`src/rtl/axi_trace_capture.sv`:
```
// Passive AXI address-channel tracer: every AW/AR handshake becomes a timestamped
// record with its valid-to-ready wait count, buffered in a dual-write FIFO.

package axi_trace_capture_pkg;
    typedef struct packed {
        logic [3:0]  id;
        logic [31:0] addr;
        logic [7:0]  len;
    } ax_chan_t;

    typedef struct packed {
        ax_chan_t aw;
        logic     aw_valid;
        ax_chan_t ar;
        logic     ar_valid;
    } axi_req_t;

    typedef struct packed {
        logic aw_ready;
        logic ar_ready;
    } axi_resp_t;
endpackage

module axi_trace_capture #(
    parameter type         axi_req_t  = axi_trace_capture_pkg::axi_req_t,
    parameter type         axi_resp_t = axi_trace_capture_pkg::axi_resp_t,
    parameter int unsigned IdWidth    = 4,
    parameter int unsigned AddrWidth  = 32,
    parameter int unsigned Depth      = 16,
    parameter int unsigned TsWidth    = 32,
    parameter int unsigned WaitWidth  = 8,
    parameter int unsigned DropWidth  = 16
) (
    input  logic                       clk_i,
    input  logic                       rst_ni,
    input  logic                       enable_i,
    input  axi_req_t                   axi_req_i,
    input  axi_resp_t                  axi_resp_i,
    output logic                       rec_valid_o,
    input  logic                       rec_ready_i,
    output logic                       rec_is_read_o,
    output logic [IdWidth-1:0]         rec_id_o,
    output logic [AddrWidth-1:0]       rec_addr_o,
    output logic [7:0]                 rec_len_o,
    output logic [TsWidth-1:0]         rec_ts_o,
    output logic [WaitWidth-1:0]       rec_wait_o,
    output logic [$clog2(Depth+1)-1:0] fill_o,
    output logic [DropWidth-1:0]       drop_cnt_o,
    input  logic                       clear_drops_i
);

    localparam int unsigned PtrW  = $clog2(Depth);
    localparam int unsigned FillW = $clog2(Depth+1);

    typedef struct packed {
        logic                 is_read;
        logic [IdWidth-1:0]   id;
        logic [AddrWidth-1:0] addr;
        logic [7:0]           len;
        logic [TsWidth-1:0]   ts;
        logic [WaitWidth-1:0] wait_cnt;
    } rec_t;

    rec_t                 r_mem [Depth];
    logic [PtrW-1:0]      r_wptr;
    logic [PtrW-1:0]      r_rptr;
    logic [FillW-1:0]     r_fill;
    logic [DropWidth-1:0] r_drop;
    logic [TsWidth-1:0]   r_ts;
    logic [WaitWidth-1:0] r_aw_wait;
    logic [WaitWidth-1:0] r_ar_wait;

    logic                 w_aw_hs;
    logic                 w_ar_hs;
    logic                 w_aw_req;
    logic                 w_ar_req;
    logic                 w_aw_acc;
    logic                 w_ar_acc;
    logic [FillW-1:0]     w_free;
    logic [1:0]           w_n_drop;
    logic [DropWidth:0]   w_drop_sum;
    logic                 w_pop;
    logic [PtrW-1:0]      w_ar_idx;
    rec_t                 w_aw_rec;
    rec_t                 w_ar_rec;
    rec_t                 w_head;

    assign w_aw_hs  = axi_req_i.aw_valid && axi_resp_i.aw_ready;
    assign w_ar_hs  = axi_req_i.ar_valid && axi_resp_i.ar_ready;
    assign w_aw_req = enable_i && w_aw_hs;
    assign w_ar_req = enable_i && w_ar_hs;

    // Space is judged on occupancy before this cycle's pop; AW always claims the first slot.
    assign w_free   = FillW'(Depth) - r_fill;
    assign w_aw_acc = w_aw_req && (w_free != '0);
    assign w_ar_acc = w_ar_req && (w_aw_acc ? (w_free >= FillW'(2)) : (w_free != '0));
    assign w_n_drop = {1'b0, w_aw_req && !w_aw_acc} + {1'b0, w_ar_req && !w_ar_acc};
    assign w_drop_sum = {1'b0, r_drop} + (DropWidth+1)'(w_n_drop);

    assign w_pop    = (r_fill != '0) && rec_ready_i;
    assign w_ar_idx = w_aw_acc ? (r_wptr + PtrW'(1)) : r_wptr;

    assign w_aw_rec = {1'b0, axi_req_i.aw.id, axi_req_i.aw.addr, axi_req_i.aw.len, r_ts, r_aw_wait};
    assign w_ar_rec = {1'b1, axi_req_i.ar.id, axi_req_i.ar.addr, axi_req_i.ar.len, r_ts, r_ar_wait};

    // NOTE: sequential state uses non-blocking assignments so every register samples pre-edge values.
    always_ff @(posedge clk_i) begin
        if (!rst_ni) begin
            r_wptr    <= '0;
            r_rptr    <= '0;
            r_fill    <= '0;
            r_drop    <= '0;
            r_ts      <= '0;
            r_aw_wait <= '0;
            r_ar_wait <= '0;
        end else begin
            r_ts   <= r_ts + TsWidth'(1);
            r_wptr <= r_wptr + PtrW'(w_aw_acc) + PtrW'(w_ar_acc);
            r_rptr <= r_rptr + PtrW'(w_pop);
            r_fill <= r_fill + FillW'(w_aw_acc) + FillW'(w_ar_acc) - FillW'(w_pop);

            if (clear_drops_i)
                r_drop <= '0;
            else if (w_drop_sum[DropWidth])
                r_drop <= '1;
            else
                r_drop <= w_drop_sum[DropWidth-1:0];

            if (w_aw_hs)
                r_aw_wait <= '0;
            else if (axi_req_i.aw_valid && (r_aw_wait != '1))
                r_aw_wait <= r_aw_wait + WaitWidth'(1);

            if (w_ar_hs)
                r_ar_wait <= '0;
            else if (axi_req_i.ar_valid && (r_ar_wait != '1))
                r_ar_wait <= r_ar_wait + WaitWidth'(1);
        end
    end

    // NOTE: the storage array has no reset; entries are only observable once fill says they were written.
    always_ff @(posedge clk_i) begin
        if (w_aw_acc)
            r_mem[r_wptr] <= w_aw_rec;
        if (w_ar_acc)
            r_mem[w_ar_idx] <= w_ar_rec;
    end

    assign w_head        = r_mem[r_rptr];
    assign rec_valid_o   = (r_fill != '0);
    assign rec_is_read_o = w_head.is_read;
    assign rec_id_o      = w_head.id;
    assign rec_addr_o    = w_head.addr;
    assign rec_len_o     = w_head.len;
    assign rec_ts_o      = w_head.ts;
    assign rec_wait_o    = w_head.wait_cnt;
    assign fill_o        = r_fill;
    assign drop_cnt_o    = r_drop;

endmodule

```
`config.mk`:
```
export PLATFORM = sky130hd
export DESIGN_NAME = axi_trace_capture
export DESIGN_NICKNAME = d
export VERILOG_FILES = /design/src/rtl/axi_trace_capture.sv
export SDC_FILE = /design/constraint.sdc
export NUM_CORES = 2
export LEC_CHECK = 0
export ABC_AREA = 0
export CAP_MARGIN = 10
export CORE_MARGIN = 10
export CORE_UTILIZATION = 45
export DETAILED_ROUTE_END_ITERATION = 7
export SYNTH_ARGS = -nofsm -noshare
export SYNTH_HDL_FRONTEND = slang
export SYNTH_SLANG_ARGS = --single-unit
```
`constraint.sdc`:
```
create_clock -name clk_i -period 6.1 [get_ports clk_i]
set_clock_uncertainty 0.1 [all_clocks]
set_input_delay 1.22 -clock clk_i [delete_from_list [all_inputs] [get_ports clk_i]]
set_output_delay 1.22 -clock clk_i [all_outputs]
set_load 0.005 [all_outputs]
```
Word-level counts from Yosys, hierarchy flattened
Memory sizes are Yosys's and may differ from the RTL's. A register that Yosys moved wholly into a read port is not among the register bits.
Cells that the tools add are included.
Word-level totals
  RAM bits: 1360
  word-level logic and storage cells: 51
  output and inout bits: 107
  memories kept: 1
  input bits: 97
  flip-flop bits (word level): 77
Cells by class
  equality and inequality tests: 2
  bitwise gates (word level): 1
  mux-type cells: 8
  $add $sub $neg: 13
  order comparisons: 1
  reductions and logical operators: 18
Memories
  r_mem: words 16, width 85, read ports 1, clocked after Yosys merged registers in 1, write ports 2, RTL line 64  | rec_t r_mem [Depth];
Operators with widths (number)
  adder 32 x 1 -> 32 bit, second input constant: 1
  adder 16 x 2 -> 17 bit: 1
  adder 8 x 1 -> 8 bit, second input constant: 2
  two-way mux 16 bit: 1
  inequality test 8 bit, second input constant: 2
  adder 4 x 1 -> 4 bit: 3
  logical AND 1 bit: 11
  adder 5 x 1 -> 5 bit: 2
  nonzero test 5 bit: 2
  two-way mux 4 bit: 2
  OR reduction 2 bit: 3
  greater-or-equal comparator 5 x 2 -> 1 bit, second input constant: 1
  two-way mux 1 bit: 5
  subtractor 5 x 1 -> 5 bit: 1
  subtractor 5 bit, first input constant: 1
  adder 4 x 1 -> 4 bit, second input constant: 1
  adder 1 x 1 -> 2 bit: 1
  zero test 1 bit: 2
  NOT 1 bit: 1

Logic depth before layout (Yosys ltp)
  word-level depth: 10
  mapped depth: 19
  depth with buffers taken out: 17

Worst setup path before layout
OpenSTA, ideal clock, no wires.
  path type: input to register
  start point: input axi_req_i[45] (netlist name)
  end point: memory r_mem[7][0] (netlist name), enable pin
  setup slack: 0.596 ns
  required time: 5.522 ns
  stages: 8
  arrival time: 4.926 ns
  buffers on the path: 2
  cell sequence: and3_1 a21oi_1 o2111ai_1 buf_4 inv_1 o21ai_1 o22ai_1 clkbuf_1
RTL lines
  from (decl): RTL line 37  | input axi_req_t axi_req_i,
  to (decl): RTL line 64

==> insert_results.sql <==
INSERT INTO impl_metrics (metric_group, metric, value, unit) VALUES
('finish', 'final_layout_size_suffix_gt1_share', '15.5', '%'),
('floorplanning', 'fp.dieArea', '173000', 'um2'),
('min_path', 'timing.hold.worst.class', 'reg -> reg', ''),
('critical_path', 'critical_path.cell_chain', 'buf_4 -> mux4_2 -> mux4_2 -> clkdlybuf4s50_1', ''),
('placement', 'post_place_setup_slack', '0.886', 'ns'),
('placement', 'dpl.hpwl', '119000', 'um'),
('pwr', 'worst_ir_drop_vdd', '0.317', 'mV'),
('floorplanning', 'die_h', '416', 'um'),
('synth', 'synthesis.area_per_instance', '13.0', 'um2'),
('finish', 'final_net_count', '5382', ''),
('critical_path', 'cp.buffers_inverters', '2', ''),
('sta', 'fin_hold_ws', '0.354', 'ns'),
('sta', 'slew-limit-headroom', '20.6', '%'),
('synth', 'proportion_of_netlist_area_held_by_the_largest_area_contributor', '57.1', '%'),
('run_status', 'outcome', 'finished, final reports clean', ''),
('sta', 'postLayoutSetupSlackWorst', '0.858', 'ns'),
('synth', 'synth.most_common_cell', 'edfxtp_1', ''),
('synth', 'ys_types', '68', ''),
('synth', 'yosys_register_bits', '1437', ''),
('clocking', 'clock_tree.buffer_depth', '3', ''),
('sta', 'finalWorstPathRequiredPeriod', '5.24', 'ns'),
('detailed_routing', 'routedWlPerCell', '30.7', 'um'),
('clocking', 'clkSlewWorstSetupHoldPaths', '0.06', 'ns'),
('sta', 'clock.fmax', '191', 'MHz'),
('global_routing', 'grt_max_degree', '126', ''),
('pwr', 'cellPowerDensity', '316', 'nW/um2'),
('synth', 'post_synth_arst_share', '0', '%'),
('global_routing', 'grt_pass1_wl', '335000', 'um'),
('finish', 'finish.instance_area', '79400', 'um2'),
('synth', 'synthDominantAreaCellType', 'edfxtp_1', ''),
('placement', 'routability_cong', '0.833', ''),
('placement', 'numPortBuffers', '203', ''),
('sta', 'count_of_final_setup_violators', '0', ''),
('detailed_routing', 'post_detailed_route_via_to_cell_ratio', '6.42', ''),
('clocking', 'count_of_instances_resized_after_the_clock_tree_is_built', '0', ''),
('job', 'max-cap-violations', '0', ''),
('critical_path', 'arrival', '3.92', 'ns'),
('detailed_routing', 'detail_route.iter0.violations', '6465', ''),
('critical_path', 'worst_setup_path_start_kind', 'flip-flop', ''),
('critical_path', 'timing.critical_path.required', '4.78', 'ns'),
('critical_path', 'worstPathMaxFanout', '29', ''),
('sta', 'worst_pin_slew', '1.19', 'ns'),
('detailed_routing', 'vias', '47797', ''),
('global_routing', 'groute.usage.overall', '25.8', '%'),
('detailed_routing', 'drtAntennaViolNets', '0', ''),
('global_routing', 'grt_antenna_before_repair', '14', ''),
('global_routing', 'grt.overflow.total', '0', ''),
('finish', 'area_growth_from_synthesis_to_layout', '12.3', '%'),
('critical_path', 'crit_path_top_delay_cell', 'dfxtp_4', ''),
('finish', 'nFillCells', '12975', ''),
('synth', 'most_numerous_cell_types_in_the_synthesized_netlist', '1344 x edfxtp_1, 981 x nand2_1, 444 x clkbuf_1', ''),
('critical_path', 'crit_top_cell', 'mux4_2', ''),
('clocking', 'cts_htree_levels', '4', ''),
('critical_path', 'setup.worst_path.class', 'reg -> out', ''),
('floorplanning', 'top_level_pins', '204', ''),
('clocking', 'cts.root.buffer_cell', 'clkbuf_16', ''),
('placement', 'dpl-instance-area', '74500', 'um2'),
('critical_path', 'r2r.worst_path.cells', '11', ''),
('critical_path', 'setup.worst_path.end', 'rec_wait_o[5]', ''),
('floorplanning', 'die_width', '416', 'um'),
('clocking', 'post-cts-setup-buffer-count', '0', ''),
('critical_path', 'ff2ff_setup_slack', '1.42', 'ns'),
('synth', 'sequential_element_share_of_the_synthesized_area', '59.7', '%'),
('floorplanning', 'initial_cell_density_of_the_core', '45.3', '%'),
('critical_path', 'worst_setup_path_startpoint', 'r_rptr[0]$_SDFF_PN0_', ''),
('synth', 'dominant_register_cell_in_the_synthesized_netlist', 'edfxtp_1', ''),
('critical_path', 'critPathTopFamily', 'buffers and inverters', ''),
('clocking', 'clock_tree_from_tritoncts', 'yes', ''),
('placement', 'placedCellCount', '7160', ''),
('synth', 'netlist_instances', '5454', ''),
('critical_path', 'r2r-start', 'fill_o[1]$_SDFF_PN0_', '');
==> worst min-delay path by stage <==
stage                     cells after the start                        from                         end  slack [ns]
final                                         1  r_mem[14][84]$_SDFFE_PP1P_  r_mem[14][84]$_SDFFE_PP1P_        0.35
after global routing                          2   r_mem[5][84]$_SDFFE_PP1P_   r_mem[5][84]$_SDFFE_PP1P_        0.38
after floorplan                               2  r_mem[15][84]$_SDFFE_PP1P_  r_mem[15][84]$_SDFFE_PP1P_        0.32
after CTS                                     1  r_mem[14][84]$_SDFFE_PP1P_  r_mem[14][84]$_SDFFE_PP1P_        0.35
after detailed placement                      1  r_mem[14][84]$_SDFFE_PP1P_  r_mem[14][84]$_SDFFE_PP1P_        0.34
after global placement                        1  r_mem[14][84]$_SDFFE_PP1P_  r_mem[14][84]$_SDFFE_PP1P_        0.33
==> power by group <==
group / leakage (nW) / internal [W] / switching (W)
combinational: 7.89 / 0.00232 / 0.00249
clock: 2.39 / 0.00517 / 0.00407
sequential: 13.2 / 0.0109 / 0.000186
total: 23.4 / 0.0184 / 0.00675
==> state kept, by name, summed over array words and instances (netlist names) <==
name        cells
r_ar_wait       8
r_ts           32
fill_o          5
r_mem        1360
r_aw_wait       8
drop_cnt_o     16
r_rptr          4
r_wptr          4
==> layer usage <==
layer / wire length (um) / track usage [%] / part of all wire [%]
met5: 80 / 0 / 0.035
met4: 9100 / 9.72 / 4.0
met3: 22000 / 5.31 / 9.6
met2: 110000 / 42.2 / 48
met1: 87800 / 33.9 / 38
==> placed cells by master, fill, tap and decap left out, types with 23 or more instances in the layout <==
cell type,synthesis,layout
dfxtp_1,93,89
clkdlybuf4s50_1,0,202
o21ai_1,26,23
mux4_2,425,425
edfxtp_1,1344,1344
and2_1,329,329
clkbuf_1,444,51
xnor2_1,37,37
buf_12,0,43
nand2_1,981,979
nor2_1,59,49
buf_4,10,82
clkinv_1,1,25
o21ai_0,314,314
clkbuf_16,0,158
nand3_1,187,187
inv_1,37,30
o22ai_1,305,304
a32o_1,206,206
nor2b_1,220,220
==> area by class of cell <==
type                            instances  area [um2]  area share (%)
Antenna cell                            5        12.5          0.0158
Clock buffer                          224        4350            5.48
Clock inverter                         60         564           0.711
Inverter                               38         178           0.224
Multi-Input combinational cell       3299       26000            32.7
Sequential cell                      1437       42200            53.2
Tap cell                             2058        2570            3.24
Timing Repair Buffer                  328        3500            4.41
==> per-stage QoR <==
step                      power, W  util, %
after floorplan             0.0141        -
after global placement      0.0161     47.7
after detailed placement    0.0161     47.7
after CTS                   0.0253     50.8
after global routing        0.0259     50.8
final                       0.0251     50.8
==> logic make-up after synthesis <==
logic type / share of synthesized area (%)
flip-flops: 59.7
adder cells (fa/ha/maj): 0.467
buffers and inverters: 4.11
multiplexers: 13.6
AND/OR/NAND/NOR: 12.4
AO/OA/AOI/OAI: 8.97
XOR/XNOR: 0.730
No activity file was read; power rests on OpenSTA's default activity.
